### src/rtl/tt_div8_pkg.sv
// tt_div8_pkg: shared FSM state, operand widths and uio bit positions for the divider
package tt_div8_pkg;
  localparam int DW = 8;
  localparam int VW = 4;
  localparam int START_BIT = 4;
  localparam int SEL_BIT = 5;
  localparam int BUSY_BIT = 6;
  localparam int DONE_BIT = 7;
  localparam logic [7:0] UIO_OE = 8'b1100_0000;
  typedef enum logic [1:0] {IDLE, RUN, DONE} state_t;
endpackage

### src/rtl/sub5_borrow.sv
// sub5_borrow: 5-bit trial subtraction with borrow out
//   a      : 5-bit minuend (partial remainder)
//   b      : 4-bit subtrahend, zero-extended
//   diff   : a - b, modulo 32
//   borrow : 1 when a < b
module sub5_borrow (
  input  logic [4:0] a,
  input  logic [3:0] b,
  output logic [4:0] diff,
  output logic       borrow
);
  assign {borrow, diff} = {1'b0, a} - {2'b00, b};
endmodule

### src/rtl/tt_um_div8.sv
// tt_um_div8: unsigned restoring divider, DW-bit dividend by VW-bit divisor, one quotient bit per cycle
//   clk, rst_n : clock, asynchronous active-low reset
//   ena        : enable, 0 freezes all state
//   ui_in      : dividend
//   uio_in     : [3:0] divisor, [4] start, [5] result select
//   uo_out     : quotient (select=0) or zero-extended remainder (select=1)
//   uio_out    : [6] busy, [7] done
//   uio_oe     : fixed output enables for busy/done
module tt_um_div8 #(
  parameter int DW = tt_div8_pkg::DW,
  parameter int VW = tt_div8_pkg::VW
) (
  input  logic       clk,
  input  logic       rst_n,
  input  logic       ena,
  input  logic [7:0] ui_in,
  input  logic [7:0] uio_in,
  output logic [7:0] uo_out,
  output logic [7:0] uio_out,
  output logic [7:0] uio_oe
);
  import tt_div8_pkg::*;
  localparam int CW = $clog2(DW);
  state_t state;
  logic [DW-1:0] dvd, quo, res_q;
  logic [VW-1:0] dvs, rem, res_r, next_rem;
  logic [CW-1:0] cnt;
  logic start, start_q, armed, start_ev, busy, done, borrow;
  logic [VW:0] part, diff;
  logic unused;
  assign start = uio_in[START_BIT];
  // armed stays low after reset until start is seen low, so a start held through reset release cannot launch
  assign start_ev = start & ~start_q & armed;
  assign part = {rem, dvd[DW-1]};
  sub5_borrow u_sub (.a(part), .b(dvs), .diff(diff), .borrow(borrow));
  // when the divisor fits, the difference is below the divisor; otherwise the partial is below it, so both fit VW bits
  assign next_rem = borrow ? part[VW-1:0] : diff[VW-1:0];
  always_ff @(posedge clk or negedge rst_n) begin
    if (!rst_n) begin
      state <= IDLE;
      busy <= 1'b0;
      done <= 1'b0;
      start_q <= 1'b0;
      armed <= 1'b0;
      dvd <= '0;
      dvs <= '0;
      rem <= '0;
      quo <= '0;
      cnt <= '0;
      res_q <= '0;
      res_r <= '0;
    end else if (ena) begin
      start_q <= start;
      armed <= armed | ~start;
      if (state != RUN && start_ev) begin
        state <= RUN;
        busy <= 1'b1;
        done <= 1'b0;
        dvd <= ui_in[DW-1:0];
        dvs <= uio_in[VW-1:0];
        rem <= '0;
        quo <= '0;
        cnt <= '0;
      end else if (state == RUN) begin
        dvd <= dvd << 1;
        rem <= next_rem;
        quo <= {quo[DW-2:0], ~borrow};
        cnt <= cnt + 1'b1;
        if (cnt == CW'(DW - 1)) begin
          state <= DONE;
          busy <= 1'b0;
          done <= 1'b1;
          res_q <= {quo[DW-2:0], ~borrow};
          // a zero divisor reports an all-ones remainder alongside the all-ones quotient
          res_r <= (dvs == '0) ? '1 : next_rem;
        end
      end
    end
  end
  assign uo_out = uio_in[SEL_BIT] ? 8'(res_r) : 8'(res_q);
  always_comb begin
    uio_out = 8'h00;
    uio_out[BUSY_BIT] = busy;
    uio_out[DONE_BIT] = done;
  end
  assign uio_oe = UIO_OE;
  assign unused = &{1'b0, uio_in[7:6], part[VW], diff[VW]};
endmodule

### config.mk
export PLATFORM = sky130hd
export DESIGN_NAME = tt_um_div8
export DESIGN_NICKNAME = d
export VERILOG_FILES = /design/src/rtl/tt_div8_pkg.sv /design/src/rtl/sub5_borrow.sv /design/src/rtl/tt_um_div8.sv
export SDC_FILE = /design/constraint.sdc
export NUM_CORES = 1
export LEC_CHECK = 0
export ABC_CLOCK_PERIOD_IN_PS = 1700
export CORE_UTILIZATION = 45
export CTS_BUF_LIST = sky130_fd_sc_hd__clkbuf_16
export DETAILED_ROUTE_END_ITERATION = 8
export PLACE_DENSITY = 0.84
export SYNTH_ARGS = -nofsm -noshare
export SYNTH_HDL_FRONTEND = slang
export SYNTH_SLANG_ARGS = --single-unit
### constraint.sdc
create_clock -name clk -period 1.7 [get_ports clk]
set_input_delay 0.51 -clock clk [delete_from_list [all_inputs] [get_ports clk]]
set_output_delay 0.51 -clock clk [all_outputs]
set_load 0.01 [all_outputs]
# After elaboration in Yosys (flattened, before gate mapping)
# Index checks and enable logic that the tools add are counted.
[totals] regBits=44 inputBits=19 word_cells=52
[classes] add_sub_neg=2 bitwise=7 n_eq_ne=3 reduce_logical=8 mux=20
[ops] operator="two-way mux 8 bit" count=3
[ops] operator="two-way mux 4 bit" count=4
[ops] operator="two-way mux 7 bit" count=2
[ops] operator="two-way mux 1 bit" count=6
[ops] operator="two-way mux 2 bit" count=3
[ops] operator="two-way mux 3 bit" count=2
[ops] operator="subtractor 5 x 4 -> 6 bit" count=1
[ops] operator="logical NOT 4 bit" count=1
[ops] operator="inverter 1 bit" count=4
[ops] operator="AND reduction 2 bit" count=2
[ops] operator="AND reduction 4 bit" count=1
[ops] operator="nonzero test 2 bit" count=2
[ops] operator="adder 3 x 1 -> 3 bit (second input constant)" count=1
[ops] operator="== test 3 bit (second input constant)" count=1
[ops] operator="AND reduction 3 bit" count=1
[ops] operator="bitwise AND 1 bit" count=2
[ops] operator="== test 2 x 1 -> 1 bit (second input constant)" count=1
[ops] operator="inequality test 2 x 1 -> 1 bit (second input constant)" count=1
[ops] operator="logical AND 1 bit" count=1
[ops] operator="OR 1 bit" count=1

# Depth between registers and ports, before layout
[depth] ltp_word=6 depth_mapped=7

# Modules after synthesis
# From an unflattened synthesis, not the netlist that was laid out.
[unflattened] cells_unflattened=173 area_unflattened_um2=2123.3
[modules_own_cells] module="tt_um_div8" instances=1 cells_per_inst=150 area_per_inst_um2=1951.9 seq_area_each_um2=1051.0
[modules_own_cells] module="sub5_borrow" instances=1 cells_per_inst=23 area_per_inst_um2=171.4 seq_area_each_um2=0.0

# Worst setup path before layout
# OpenSTA, ideal clock, no wires.
[synth_timing] path_type="register -> register" start="register dvs[1]" end="register res_r[1]" arrival_time_ns=1.780 setup_time_ns=0.077 period_less_slack_ns=1.858 stages_incl_launch_ff=8 path_slack_ns=-0.158 n_path_buf=0 cell_sequence="dfrtp_1 > inv_1 > ha_1 > nor2b_1 > o31a_1 > nor3_4 > mux2_1 > a21oi_1"
[synth_via] elab_chain_len=3 elab_cells_between_ends=4 cone_classes="add/sub (1); mux (2); reduce/logical (1)"
[synth_lines] item="from (decl)" line="tt_um_div8.sv:26" text="logic [VW-1:0] dvs, rem, res_r, next_rem;"
[synth_lines] item="from (signal assigned)" line="tt_um_div8.sv:60" text="dvs <= uio_in[VW-1:0];"
[synth_lines] item="subtractor 5 x 4 -> 6 bit" line="sub5_borrow.sv:12" text="assign {borrow, diff} = {1'b0, a} - {2'b00, b};"
[synth_lines] item="two-way mux 4 bit" line="tt_um_div8.sv:37" text="assign next_rem = borrow ? part[VW-1:0] : diff[VW-1:0];"
[synth_lines] item="two-way mux 4 bit (*)" line="tt_um_div8.sv:75" text="res_r <= (dvs == '0) ? '1 : next_rem;"
[synth_lines] item="to (signal assigned)" line="tt_um_div8.sv:75"
[synth_lines] item="to (decl)" line="tt_um_div8.sv:26"
# Mark *: on every way between the ends. The rest lies on a longest branch, timed or not.
# A chain may end at the register's enable or synchronous reset.

# Worst setup path in the final report
[layout_timing] start="register dvs[1]" end="register res_r[0]"
# Same word-level chain as after synthesis.

==> impl_metrics.json <==
{
  "final_common_cell": "nand2_1",
  "die_h_um": 70.9,
  "grt_pass1_vias": 1631,
  "worstPathRequired_ps": 1920,
  "synth_top_family_by_area": "simple AND/OR/NAND/NOR gates",
  "met1_usage_pct": 22.7,
  "rows": 24,
  "cts_max_path_buffers": 2,
  "drive_above_1_share_pct": 27.2,
  "wl_um": 4400,
  "cts_buffers": 5,
  "syn_area_per_cell_um2": 10.0,
  "rsz0062_at_grt": "true",
  "multiInputGateArea_um2": 996,
  "grt.overflow.total": 0,
  "crit_fanout": 3,
  "dpl.hpwl_um": 2980,
  "cts_tree": "built",
  "final_util_pct": 61.7,
  "cts_hold_buf": 0,
  "finalInstanceArea_mm2": 0.00276,
  "leakage_nw": 1.44,
  "crit_arrival_ps": 2140,
  "synth-compound-area-share_pct": 6.32,
  "seq_area_frac_synth_pct": 49.2,
  "setup_violations": 9,
  "drt-pass1-iter-count": 6,
  "layout_setup_ws_ps": -221,
  "synth_xor_area_share_pct": 0.410,
  "grt_usage_pct": 19.3,
  "drc": 4,
  "busiest_layer": "met2",
  "synth_mux_area_share_pct": 10.2,
  "violations": "design-rule violations, negative setup slack",
  "slew_violations": 0,
  "grt_pass1_wl_um": 7360,
  "startpoint_type": "flop",
  "h-tree-depth": 2,
  "worst-setup-path-type": "flop to flop",
  "synth_adder_area_share_pct": 4.45,
  "cellPowerDensity_mw_per_mm2": 1790,
  "clock-sinks": 42,
  "synth_cells": 213,
  "die_x_um": 70.9,
  "die_area_mm2": 0.00503,
  "crit_slowest_cell": "dfrtp_1",
  "dp_slack_ps": -769,
  "worstSetupStartpoint": "dvs[1]$_DFFE_PN0P_",
  "num_antenna_cells": 0,
  "layout.nets": 290,
  "use_met2_pct": 32.5,
  "fin_crit_sh_pct": 113,
  "drtIter0Drc": 106,
  "boundaryPins": 43,
  "n_fill_cell": 358,
  "syn-cell-area_mm2": 0.00214,
  "cts-root-buf": "clkbuf_16",
  "r2r-start": "dvs[1]$_DFFE_PN0P_",
  "clk_latency_ps": 290,
  "grt_max_degree": 19,
  "clock_skew_ps": 6.27,
  "core_mm2": 0.00447,
  "period_minus_slack_ps": 1920,
  "min-delay-path-class": "primary input to async pin",
  "ir_drop_uv": 745,
  "hold_viol": 0,
  "wire_per_inst_um": 13.9,
  "grt_antenna_before_repair": 0,
  "vias": 1631,
  "cap_violations": 0,
  "dpl-instance-area_mm2": 0.00255,
  "synthSimpleGateAreaFrac_pct": 20.2,
  "synth_cell_type_count": 38,
  "regArea_mm2": 0.00105,
  "ys_ff_latch": 42,
  "path_clk_slew_ps": 60,
  "portBuffers": 26,
  "via_per_inst": 5.15,
  "gp_congestion": 0.811,
  "fmax_mhz": 521,
  "yosys_warnings": 0,
  "layout_common_cells": "nand2_1 (53), dfrtp_1 (42), buf_4 (27)",
  "run_status": "complete, but fails checks",
  "area_growth_pct": 29.0,
  "ff2ff_path_depth": 8,
  "timing.critical_path.cells": "inv_1, ha_1, nor2b_4, o31a_1, nor3_4, buf_6, mux2_4, a21oi_2",
  "endpoint_kind": "flop",
  "max_stage_delay_ps": 360,
  "initial_utilization_pct": 47.8,
  "postRouteAntennaNets": 0,
  "met3_usage_pct": 6.27
}
-- layer usage --
layer,share of wire [%],vias up
met5,0,-
met4,2.4,0
met3,5.1,12
met2,49,49
met1,43,794
li1,-,776
-- path summary, 6_finish.rpt --
| kind | end | slack [ps] |
|---|---|---|
| setup / recovery | res_r[0]$_DFFE_PN0P_ | -220 |
| hold / removal | dvs[3]$_DFFE_PN0P_ | 120 |
| setup reg to reg | res_r[0]$_DFFE_PN0P_ | -220 |
| hold reg to reg | res_q[4]$_DFFE_PN0P_ | 470 |
| max in group asynchronous | dvs[0]$_DFFE_PN0P_ | 1100 |
| min in group clk | res_q[4]$_DFFE_PN0P_ | 470 |
-- layout make-up --
type	instances	share of cell area, %
inverters	6	0.816
flip-flops and latches	42	38.1
clock buffers	5	4.54
multi-input cells	153	36.1
well taps	52	2.36
clock inverters	3	0.771
repair buffers	56	17.3
-- cells by family (layout without fill, tap and decap cells) --
family                     Yosys count  in the layout
AOI/OAI and AO/OA                   24             24
xor gates and xnor gates             1              1
adders and majority gates            7              7
buffers and inverters               30             70
DFF                                 42             42
muxes                               19             19
other                                2             14
and+or+nand+nor                     88             88
-- stage by stage --
stage	total power, mW	hold WS (ps)	std cells	TNS [ps]
CTS	4.77	127	316	-1310
global placement	3.48	433	305	-10110
floorplan	2.86	214	225	-643
global route	5.26	140	317	-2380
finish	4.95	121	317	-1570
detailed placement	3.56	438	305	-10590
-- report_power, final --
group | switching, mW | internal (mW)
sequential | 0.264 | 1.39
combinational | 1.08 | 1.26
clock | 0.405 | 0.543
-- synthesized netlist by cell type, drive strengths merged --
cell	number	area [um2]
nand4b	1	15.0
o21ai	15	75.1
nor4	1	6.26
ha	6	75.1
fa	1	20.0
inv	6	22.5
and2	2	12.5
conb	2	7.51
clkbuf	3	11.3
mux2	11	139
nor3	2	21.3
nor4b	2	32.5
nand3	9	45.0
a21o	1	8.76
a21oi	5	25.0
o31a	1	8.76
a32o	1	10.0
nand2	55	216
buf	21	156
xnor2	1	8.76
nor2	8	30.0
dfrtp	42	1050
or3	1	6.26
nor2b	6	40.0
mux2i	8	80.1
o21a	1	7.51
and3	1	6.26
-- critical path: cells and delay by family (launching register included) --
kind	cells	cell delay [ps]
AO/OA/AOI/OAI	2	390
flip-flops	1	360
adder cells (fa/ha/maj)	1	290
AND/OR/NAND/NOR	2	310
buffers and inverters	2	190
multiplexers	1	310
-- registers in the layout, summed over array words and instances (netlist names), 2 cells and up --
name,flops
rem,4
dvs,4
cnt,3
res_r,4
quo,7
dvd,8
res_q,8
state,2
-- what timing repair did --
action                                  in CTS  in global routing
buffers inserted                             3                  2
gates resized for setup                     32                 14
hold endpoints to repair                     0                  0
pin swaps                                    1                  3
endpoints found under the setup margin      18                 21
No activity file was read; power rests on OpenSTA's default activity.
